==> config.mk <==
export PLATFORM = sky130hd
export DESIGN_NAME = weight_reg_bank_seq_flat
export DESIGN_NICKNAME = d
export VERILOG_FILES = /design/src/rtl/weight_reg_bank_seq_if.sv /design/src/rtl/weight_reg_bank_seq.sv /design/src/flat_wrapper.sv
export SDC_FILE = /design/constraint.sdc
export NUM_CORES = 1
export LEC_CHECK = 0
export CORE_ASPECT_RATIO = 0.7
export CORE_MARGIN = 5
export CORE_UTILIZATION = 50
export DETAILED_ROUTE_END_ITERATION = 10
export GPL_TIMING_DRIVEN = 0
export PLACE_DENSITY = 0.94
export SETUP_SLACK_MARGIN = 0.2
export SYNTH_ARGS = -nofsm -noshare
export SYNTH_HDL_FRONTEND = slang
export SYNTH_SLANG_ARGS = --single-unit
==> constraint.sdc <==
create_clock -name clk -period 4.7 [get_ports clk]
set_input_delay 1.41 -clock clk [delete_from_list [all_inputs] [get_ports clk]]
set_output_delay 1.41 -clock clk [all_outputs]
set_load 0.02 [all_outputs]
==> src/rtl/weight_reg_bank_seq_if.sv <==
// weight_reg_bank_seq_if: write/burst/read bundle between the neuron controller and the weight bank.
interface weight_reg_bank_seq_if #(
    parameter int WEIGHT_WIDTH = 8,
    parameter int NUM_WEIGHTS  = 4
);
    localparam int ADDR_WIDTH = $clog2(NUM_WEIGHTS);
    logic [WEIGHT_WIDTH-1:0]             dataIn;
    logic [ADDR_WIDTH-1:0]               address;
    logic                                write;
    logic                                loadStart;
    logic                                inValid;
    logic                                inReady;
    logic [ADDR_WIDTH-1:0]               rdAddr;
    logic [WEIGHT_WIDTH-1:0]             rdData;
    logic [NUM_WEIGHTS*WEIGHT_WIDTH-1:0] weightsFlat;
    logic                                bankValid;
    logic                                loadDone;
    modport master (
        output dataIn, address, write, loadStart, inValid, rdAddr,
        input  inReady, rdData, weightsFlat, bankValid, loadDone
    );
    modport slave (
        input  dataIn, address, write, loadStart, inValid, rdAddr,
        output inReady, rdData, weightsFlat, bankValid, loadDone
    );
endinterface

==> src/rtl/weight_reg_bank_seq.sv <==
// weight_reg_bank_seq: weight bank with addressed writes, handshaked burst load and registered read.
// Optional WEIGHT_SHADOW_EN stages bursts in a shadow bank committed atomically on the last beat.
module weight_reg_bank_seq #(
    parameter int WEIGHT_WIDTH = 8,
    parameter int NUM_WEIGHTS  = 4
) (
    input logic                  clk,
    input logic                  rst_n,
    weight_reg_bank_seq_if.slave bus
);
    localparam int ADDR_WIDTH = $clog2(NUM_WEIGHTS);
    typedef enum logic {IDLE, BURST} state_t;
    state_t                  state_q, state_d;
    logic [ADDR_WIDTH-1:0]   ptr_q, ptr_d;
    logic [WEIGHT_WIDTH-1:0] w_q [NUM_WEIGHTS];
    logic [WEIGHT_WIDTH-1:0] w_d [NUM_WEIGHTS];
    logic [WEIGHT_WIDTH-1:0] rd_q, rd_d;
    logic                    bank_valid_q, bank_valid_d;
    logic                    load_done_q, load_done_d;
`ifdef WEIGHT_SHADOW_EN
    logic [WEIGHT_WIDTH-1:0] sh_q [NUM_WEIGHTS];
    logic [WEIGHT_WIDTH-1:0] sh_d [NUM_WEIGHTS];
`endif

    always_comb begin
        state_d      = state_q;
        ptr_d        = ptr_q;
        w_d          = w_q;
        bank_valid_d = bank_valid_q;
        load_done_d  = 1'b0;
        rd_d         = '0;
`ifdef WEIGHT_SHADOW_EN
        sh_d         = sh_q;
`endif
        // Decoded compares leave out-of-range addresses with no matching entry.
        for (int i = 0; i < NUM_WEIGHTS; i++)
            if (bus.rdAddr == ADDR_WIDTH'(i)) rd_d = w_q[i];
        if (state_q == IDLE) begin
            if (bus.loadStart) begin
                state_d      = BURST;
                ptr_d        = '0;
                bank_valid_d = 1'b0;
            end else if (bus.write) begin
                for (int i = 0; i < NUM_WEIGHTS; i++)
                    if (bus.address == ADDR_WIDTH'(i)) begin
                        w_d[i] = bus.dataIn;
`ifdef WEIGHT_SHADOW_EN
                        sh_d[i] = bus.dataIn;
`endif
                    end
            end
        end else if (bus.loadStart) begin
            ptr_d = '0;
        end else if (bus.inValid) begin
            ptr_d = ptr_q + ADDR_WIDTH'(1);
            for (int i = 0; i < NUM_WEIGHTS; i++)
                if (ptr_q == ADDR_WIDTH'(i)) begin
`ifdef WEIGHT_SHADOW_EN
                    sh_d[i] = bus.dataIn;
`else
                    w_d[i] = bus.dataIn;
`endif
                end
            if (ptr_q == ADDR_WIDTH'(NUM_WEIGHTS - 1)) begin
                state_d      = IDLE;
                ptr_d        = '0;
                bank_valid_d = 1'b1;
                load_done_d  = 1'b1;
`ifdef WEIGHT_SHADOW_EN
                w_d          = sh_d;
`endif
            end
        end
    end

    always_ff @(posedge clk or negedge rst_n) begin
        if (!rst_n) begin
            state_q      <= IDLE;
            ptr_q        <= '0;
            w_q          <= '{default: '0};
            rd_q         <= '0;
            bank_valid_q <= 1'b0;
            load_done_q  <= 1'b0;
`ifdef WEIGHT_SHADOW_EN
            sh_q         <= '{default: '0};
`endif
        end else begin
            state_q      <= state_d;
            ptr_q        <= ptr_d;
            w_q          <= w_d;
            rd_q         <= rd_d;
            bank_valid_q <= bank_valid_d;
            load_done_q  <= load_done_d;
`ifdef WEIGHT_SHADOW_EN
            sh_q         <= sh_d;
`endif
        end
    end

    assign bus.inReady   = state_q == BURST;
    assign bus.rdData    = rd_q;
    assign bus.bankValid = bank_valid_q;
    assign bus.loadDone  = load_done_q;
    for (genvar g = 0; g < NUM_WEIGHTS; g++) begin : g_flat
        assign bus.weightsFlat[g*WEIGHT_WIDTH +: WEIGHT_WIDTH] = w_q[g];
    end
endmodule
==> src/flat_wrapper.sv <==
// flat-port wrapper written by rule: the top's interface ports become plain ports
module weight_reg_bank_seq_flat 
#(
    parameter int WEIGHT_WIDTH = 8,
    parameter int NUM_WEIGHTS  = 4
)
  (clk, rst_n, bus_dataIn, bus_address, bus_write, bus_loadStart, bus_inValid, bus_rdAddr, bus_inReady, bus_rdData, bus_weightsFlat, bus_bankValid, bus_loadDone);
  weight_reg_bank_seq_if #(.WEIGHT_WIDTH(WEIGHT_WIDTH), .NUM_WEIGHTS(NUM_WEIGHTS)) bus_i ();
  input logic clk;
  input logic rst_n;
  input wire logic [$bits(bus_i.dataIn)-1:0] bus_dataIn;
  input wire logic [$bits(bus_i.address)-1:0] bus_address;
  input wire logic [$bits(bus_i.write)-1:0] bus_write;
  input wire logic [$bits(bus_i.loadStart)-1:0] bus_loadStart;
  input wire logic [$bits(bus_i.inValid)-1:0] bus_inValid;
  input wire logic [$bits(bus_i.rdAddr)-1:0] bus_rdAddr;
  output wire logic [$bits(bus_i.inReady)-1:0] bus_inReady;
  output wire logic [$bits(bus_i.rdData)-1:0] bus_rdData;
  output wire logic [$bits(bus_i.weightsFlat)-1:0] bus_weightsFlat;
  output wire logic [$bits(bus_i.bankValid)-1:0] bus_bankValid;
  output wire logic [$bits(bus_i.loadDone)-1:0] bus_loadDone;
  assign bus_i.dataIn = bus_dataIn;
  assign bus_i.address = bus_address;
  assign bus_i.write = bus_write;
  assign bus_i.loadStart = bus_loadStart;
  assign bus_i.inValid = bus_inValid;
  assign bus_i.rdAddr = bus_rdAddr;
  assign bus_inReady = bus_i.inReady;
  assign bus_rdData = bus_i.rdData;
  assign bus_weightsFlat = bus_i.weightsFlat;
  assign bus_bankValid = bus_i.bankValid;
  assign bus_loadDone = bus_i.loadDone;
  weight_reg_bank_seq #(.WEIGHT_WIDTH(WEIGHT_WIDTH), .NUM_WEIGHTS(NUM_WEIGHTS)) u_core (.clk(clk), .rst_n(rst_n), .bus(bus_i));
endmodule
==> impl_metrics.ini, run 1 <==
[timing]
fmax_mhz = 321.1
period_minus_slack_ns = 3.114
tns_ns = 0
rsz0062_at_grt = false
worstMarginPinSlew_ns = 0.8038
hold_viol = 0
period_share_pct = 66.27
drv_slew = 0
fin_skew_ns = 0.005967
finalSetupViolCount = 0
layout_setup_ws_ns = 1.586
relSlewSlack_pct = 46.42

[synth]
synthSimpleGateAreaFrac_pct = 5.214
synth_nets = 143
syn_area_um2 = 1992
yosys.area_share.adder_pct = 3.141
synth_compound_area_share_pct = 5.402
yosysUniqueCellTypes = 26
seq_area_frac_synth_pct = 56.53
ys_seq_elements = 45
synth_warnings = 0
synth_xor_area_share_pct = 0
synth_top_family_by_area = multiplexers
syn_area_per_cell_um2 = 16.46
muxShareOfSynthArea_pct = 28.14
syn-instance-count = 121

[place]
hpwlAfterDp_um = 3340
port_buffers = 56
gp_congestion = 0.7658
pre_cts_ws_ns = 1.296
post_dp_cell_area_um2 = 2633

[global_routing]
grt_overflow = 0
grt_pass1_vias = 1444
grt_usage_pct = 17.67
grt_pass1_wl_um = 7362
antenna_found_initial = 0
grt_max_degree = 31

[drt]
first_pass_iters = 4
drc = 0
route.vias.total = 1303
drtIter0Drc = 96
antenna_left = 0
wl_um = 4541
wl_per_cell_um = 19.08
vias_per_cell = 5.475

[pwr]
switching_share_pct = 32.18
intPower_mw = 0.9664
powerDensity_nw_per_um2 = 519.3
ir_drop_mv = 0.2974
power_mw = 1.425
p_clk_share_pct = 20.2
p_comb_share_pct = 39.0
p_leak_nw = 1.156
pwr-share-seq_pct = 40.9
p_sw_mw = 0.4586

[die]
dieArea_um2 = 5366
die_x_um = 85.44
ios = 60
start_util_pct = 51.40
rows = 19
die_h_um = 62.81
core_um2 = 3875

[clocking]
cts.clk_slew.worst_paths_ns = 0.08
cts-buffers-inserted = 5
postCtsSetupBuffers = 0
ctsHoldBuffers = 0
clock_tree.root_cell = clkbuf_8
cts_tree = done
clk_latency_ns = 0.29
h-tree-depth = 2
ctsLongestPathBuffers = 2
cts.sinks = 45
cts.repair.resized = 0

[final_layout]
syn_to_final_growth_pct = 37.75
design_area_um2 = 2744
drive_above_1_share_pct = 30.65
fill_cells = 269
final_net_count = 207
diodes = 0
regArea_um2 = 1126
post-route-util_pct = 70.81
multi_input_area_um2 = 834.6

[status]
status = completed

[setup_path]
crit_start = bus_inValid
r2r_slack_ns = 2.58
startpoint_type = primary input
r2r_start = u_core.ptr_q[0]$_DFFE_PN0P_
cp.arrival_ns = 3.29
r2r_end = u_core.bus.weightsFlat[22]$_DFFE_PN0P_
crit_slowest_cell = a2111oi_4
cp_max_fo = 8
crit_family = compound AO/OA/AOI/OAI gates
worstSetupEndpointType = flip-flop
crit_chain = clkdlybuf4s50_1, nand2_4, a2111oi_4, mux2_2
cp-endpoint = u_core.bus.weightsFlat[22]$_DFFE_PN0P_
reg2reg_depth = 5
crit_required_ns = 4.88
cp.depth = 4
cp_num_buf_inv = 1
crit_type = in -> reg
slowest_delay_ns = 0.74

[flow_run]
cap_violations = 0

[hold_path]
hp-class = reg -> reg
-- Yosys cell counts (all sizes together) --
| cell type | instances | share of area (%) |
|---|---|---|
| a2111oi | 1 | 1.4 |
| a211oi | 1 | 1.0 |
| a21o | 2 | 0.75 |
| a21oi | 3 | 1.9 |
| and2b | 1 | 0.38 |
| buf | 2 | 0.82 |
| clkbuf | 2 | 0.38 |
| dfrtp | 45 | 57 |
| ha | 5 | 3.1 |
| inv | 2 | 0.38 |
| mux2 | 32 | 18 |
| mux2i | 2 | 1.0 |
| mux4 | 8 | 9.0 |
| nand2 | 3 | 0.94 |
| nand2b | 1 | 0.31 |
| nand3 | 3 | 0.75 |
| nand3b | 1 | 1.0 |
| nor2 | 2 | 0.38 |
| nor2b | 1 | 0.31 |
| nor3b | 1 | 0.38 |
| o21bai | 1 | 0.38 |
| or3 | 1 | 0.31 |
| or3b | 1 | 0.44 |
-- through the flow --
stage,cells,hold WS [ns]
2_1_floorplan,121,0.5595
3_3_place_gp,229,0.4583
3_5_place_dp,230,0.4727
4_1_cts,238,0.4914
5_1_grt,238,0.5116
6_report,238,0.4896
-- final cells by class --
class | instances | share of cell area, %
Inverter | 2 | 0.2736
Tap cell | 52 | 2.371
Clock inverter | 2 | 1.414
Sequential cell | 45 | 41.04
Buffer | 4 | 0.8664
Clock buffer | 6 | 2.645
Timing Repair Buffer | 57 | 20.98
Multi-Input combinational cell | 70 | 30.41
-- cell usage in the layout, fill, tap and decap left out, types with 2 or more instances in the layout --
cell type        instances
mux2_2                  32
mux2i_1                  2
ha_1                     5
clkdlybuf4s50_1         55
nand2_1                  2
buf_2                    2
clkbuf_1                 3
inv_1                    2
mux4_2                   8
a21o_1                   2
nand3_1                  3
nor2_1                   2
clkbuf_8                 5
a21oi_4                  2
dfrtp_1                 45
-- per-layer routing --
layer / track usage (%) / wire length (µm)
met3: 5.270 / 365
met4: 5.336 / 73
met2: 28.97 / 2169
met1: 22.59 / 1932
met5: 0 / 0
-- worst register-to-register path, cell delays in order (launching register included) --
cell       delay (ns)
dfrtp_1          0.45
inv_1            0.11
ha_1             0.19
nor2b_1          0.08
a2111oi_4        0.76
mux2_2           0.41
-- worst min-delay path by stage --
stage	startpoint	end	slack [ns]	cells after the start
finish	u_core.bus.bankValid$_DFFE_PN0P_	u_core.bus.bankValid$_DFFE_PN0P_	0.49	1
detailed placement	u_core.bus.bankValid$_DFFE_PN0P_	u_core.bus.bankValid$_DFFE_PN0P_	0.47	1
global route	u_core.bus.bankValid$_DFFE_PN0P_	u_core.bus.bankValid$_DFFE_PN0P_	0.51	1
CTS	u_core.bus.bankValid$_DFFE_PN0P_	u_core.bus.bankValid$_DFFE_PN0P_	0.49	1
global placement	u_core.bus.bankValid$_DFFE_PN0P_	u_core.bus.bankValid$_DFFE_PN0P_	0.46	1
floorplan	u_core.ptr_q[1]$_DFFE_PN0P_	u_core.ptr_q[1]$_DFFE_PN0P_	0.56	2
-- power by group through the flow --
stage | registers (mW) | clock network (mW) | logic, mW
4_1_cts | 0.583 | 0.295 | 0.563
3_3_place_gp | 0.576 | 0 | 0.550
3_5_place_dp | 0.591 | 0 | 0.561
2_1_floorplan | 0.713 | 0 | 0.140
5_1_grt | 0.599 | 0.311 | 0.586
6_report | 0.582 | 0.287 | 0.556
-- registers in the layout, summed over array words and instances, names as in the netlist --
register	cells
u_core.bus.weightsFlat	32
u_core.bus.loadDone	1
u_core.bus.inReady	1
u_core.bus.bankValid	1
u_core.bus.rdData	8
u_core.ptr_q	2
-- cells by family after synthesis --
group                    Yosys count
adder cells (fa/ha/maj)            5
flip-flops                        45
buffers and inverters              6
AO/OA/AOI/OAI                      8
AND/OR/NAND/NOR                   15
multiplexers                      42
Note: power is estimated with default switching activity, not from simulation.
==> run 2, diff against run 1 <==
Settings changed: CORE_UTILIZATION 50 to 42, PLACE_DENSITY 0.94 to 0.86.
Clock period 4.7 ns to 2.49 ns, I/O delays scaled along.
==> run 2 against run 1 <==
Effect of this change: wire length fell by 1.9%; cell count rose by 3.4%; worst hold slack got worse by 0.21 ns; sequential share of layout area fell by 0.32 points; die area rose by 16%; clock-buffer cell count fell by 1; non-clock buffer count rose by 3; setup slack got worse by 1.3 ns; largest cell class unchanged; highest routed layer unchanged.
==> impl_metrics.ini, run 2 (synthesized netlist as in run 1, its figures left out) <==
[status]
status = completed

[clocking]
ctsLongestPathBuffers = 2
clock_tree.root_cell = clkbuf_8
cts.repair.resized = 0
cts-buffers-inserted = 5
h-tree-depth = 2
cts_tree = done
ctsHoldBuffers = 0
cts.sinks = 45
cts.clk_slew.worst_paths_ns = 0.09
clk_latency_ns = 0.30

[drt]
wl_um = 4453
route.vias.total = 1280
first_pass_iters = 4
antenna_left = 0
wl_per_cell_um = 18.10
drc = 0
drtIter0Drc = 30
vias_per_cell = 5.203

[hold_path]
hp-class = in -> async

[die]
rows = 21
core_um2 = 4677
ios = 60
die_h_um = 67.62
die_x_um = 92.31
dieArea_um2 = 6242
start_util_pct = 42.59

[pwr]
p_leak_nw = 1.156
powerDensity_nw_per_um2 = 939.3
ir_drop_mv = 0.4981
power_mw = 2.597

[setup_path]
crit_required_ns = 2.68
r2r_slack_ns = 0.61
worstSetupEndpointType = flip-flop
startpoint_type = primary input
cp_max_fo = 8
cp.arrival_ns = 2.43
crit_type = in -> reg

[final_layout]
final_net_count = 210
final_cell_mix = 55 x clkdlybuf4s50_1, 45 x dfrtp_1, 32 x mux2_2
diodes = 0
layout_commonest_cell = clkdlybuf4s50_1
syn_to_final_growth_pct = 38.82
design_area_um2 = 2765
multi_input_area_um2 = 834.6
fill_cells = 390
drive_above_1_share_pct = 32.28
largest_reg_flops = 32
regArea_um2 = 1126
post-route-util_pct = 59.12

[global_routing]
antenna_found_initial = 0
grt_usage_pct = 15.40
grt_pass1_vias = 1374
grt_overflow = 0
grt_max_degree = 39
grt_pass1_wl_um = 7300

[timing]
rsz0062_at_grt = false
hold_viol = 0
period_minus_slack_ns = 2.240
worstMarginPinSlew_ns = 0.6562
finalSetupViolCount = 0
period_share_pct = 89.98
fmax_mhz = 446.3
relSlewSlack_pct = 56.25
drv_slew = 0
fin_skew_ns = 0.005130
layout_setup_ws_ns = 0.2495

[place]
post_dp_cell_area_um2 = 2639
port_buffers = 56
hpwlAfterDp_um = 3176
gp_congestion = 0.8181
pre_cts_ws_ns = -0.2332

[flow_run]
cap_violations = 0
==> run 2: cell count changes in the layout (fill, tap and decap cells not counted) <==
| cell | change |
|---|---|
| buf_12 | +1 |
| buf_4 | +2 |
| bufinv_16 | -1 |
| clkbuf_1 | -1 |
| clkinv_4 | -1 |
| clkinvlp_4 | +3 |
==> run 2: power by group <==
group          switching (mW)  internal, mW  total (mW)
Sequential              0.147         0.945        1.09
Combinational           0.473         0.580        1.05
Clock                   0.257         0.197       0.453
==> run 2: critical path: stages <==
cell	delay, ns
clkdlybuf4s50_1	0.52
or3b_1	0.41
a21oi_4	0.36
mux2_2	0.38
==> run 2: area by class of cell <==
type | instances | share of cell area (%)
sequential | 45 | 40.72
inverter | 2 | 0.2715
clock buffer | 5 | 2.489
timing repair buffer | 60 | 22.08
multi-input combinational | 70 | 30.18
clock inverter | 3 | 0.8145
buffer | 4 | 0.8597
tap | 57 | 2.579
==> run 2: timing repair <==
| item | CTS | global route |
|---|---|---|
| endpoints found under the setup margin | 8 | 8 |
| endpoints found under the hold margin | 0 | 0 |
| setup buffers | 1 | 2 |
| pin swaps | 1 | 1 |
==> run 2: path summary, 6_finish.rpt <==
| check | startpoint | endpoint | depth (start not counted) |
|---|---|---|---|
| max | bus_address[0] | u_core.bus.weightsFlat[10]$_DFFE_PN0P_ | 4 |
| min | rst_n | u_core.bus.weightsFlat[25]$_DFFE_PN0P_ | 1 |
| max reg2reg | u_core.bus.inReady$_DFF_PN0_ | u_core.bus.weightsFlat[2]$_DFFE_PN0P_ | 4 |
| min reg2reg | u_core.bus.bankValid$_DFFE_PN0P_ | u_core.bus.bankValid$_DFFE_PN0P_ | 1 |
| max in group asynchronous | rst_n | u_core.bus.weightsFlat[29]$_DFFE_PN0P_ | 2 |
| min in group clk | u_core.bus.bankValid$_DFFE_PN0P_ | u_core.bus.bankValid$_DFFE_PN0P_ | 1 |
==> run 2: per-stage QoR <==
stage	hold WS, ns	std cells	TNS, ns
2_1_floorplan	0.4514	121	0
3_3_place_gp	0.4648	234	-27.66
3_5_place_dp	0.4723	235	-3.296
4_1_cts	0.2720	244	0
5_1_grt	0.2762	246	0
6_report	0.2793	246	0
==> run 2: routing by layer <==
| layer | track usage, % | share of wire (%) | vias up |
|---|---|---|---|
| met1 | 19.80 | 45 | 657 |
| li1 | - | - | 576 |
| met2 | 24.30 | 46 | 43 |
| met5 | 0 | 0 | - |
| met3 | 5.902 | 8.3 | 4 |
| met4 | 4.815 | 0.85 | 0 |
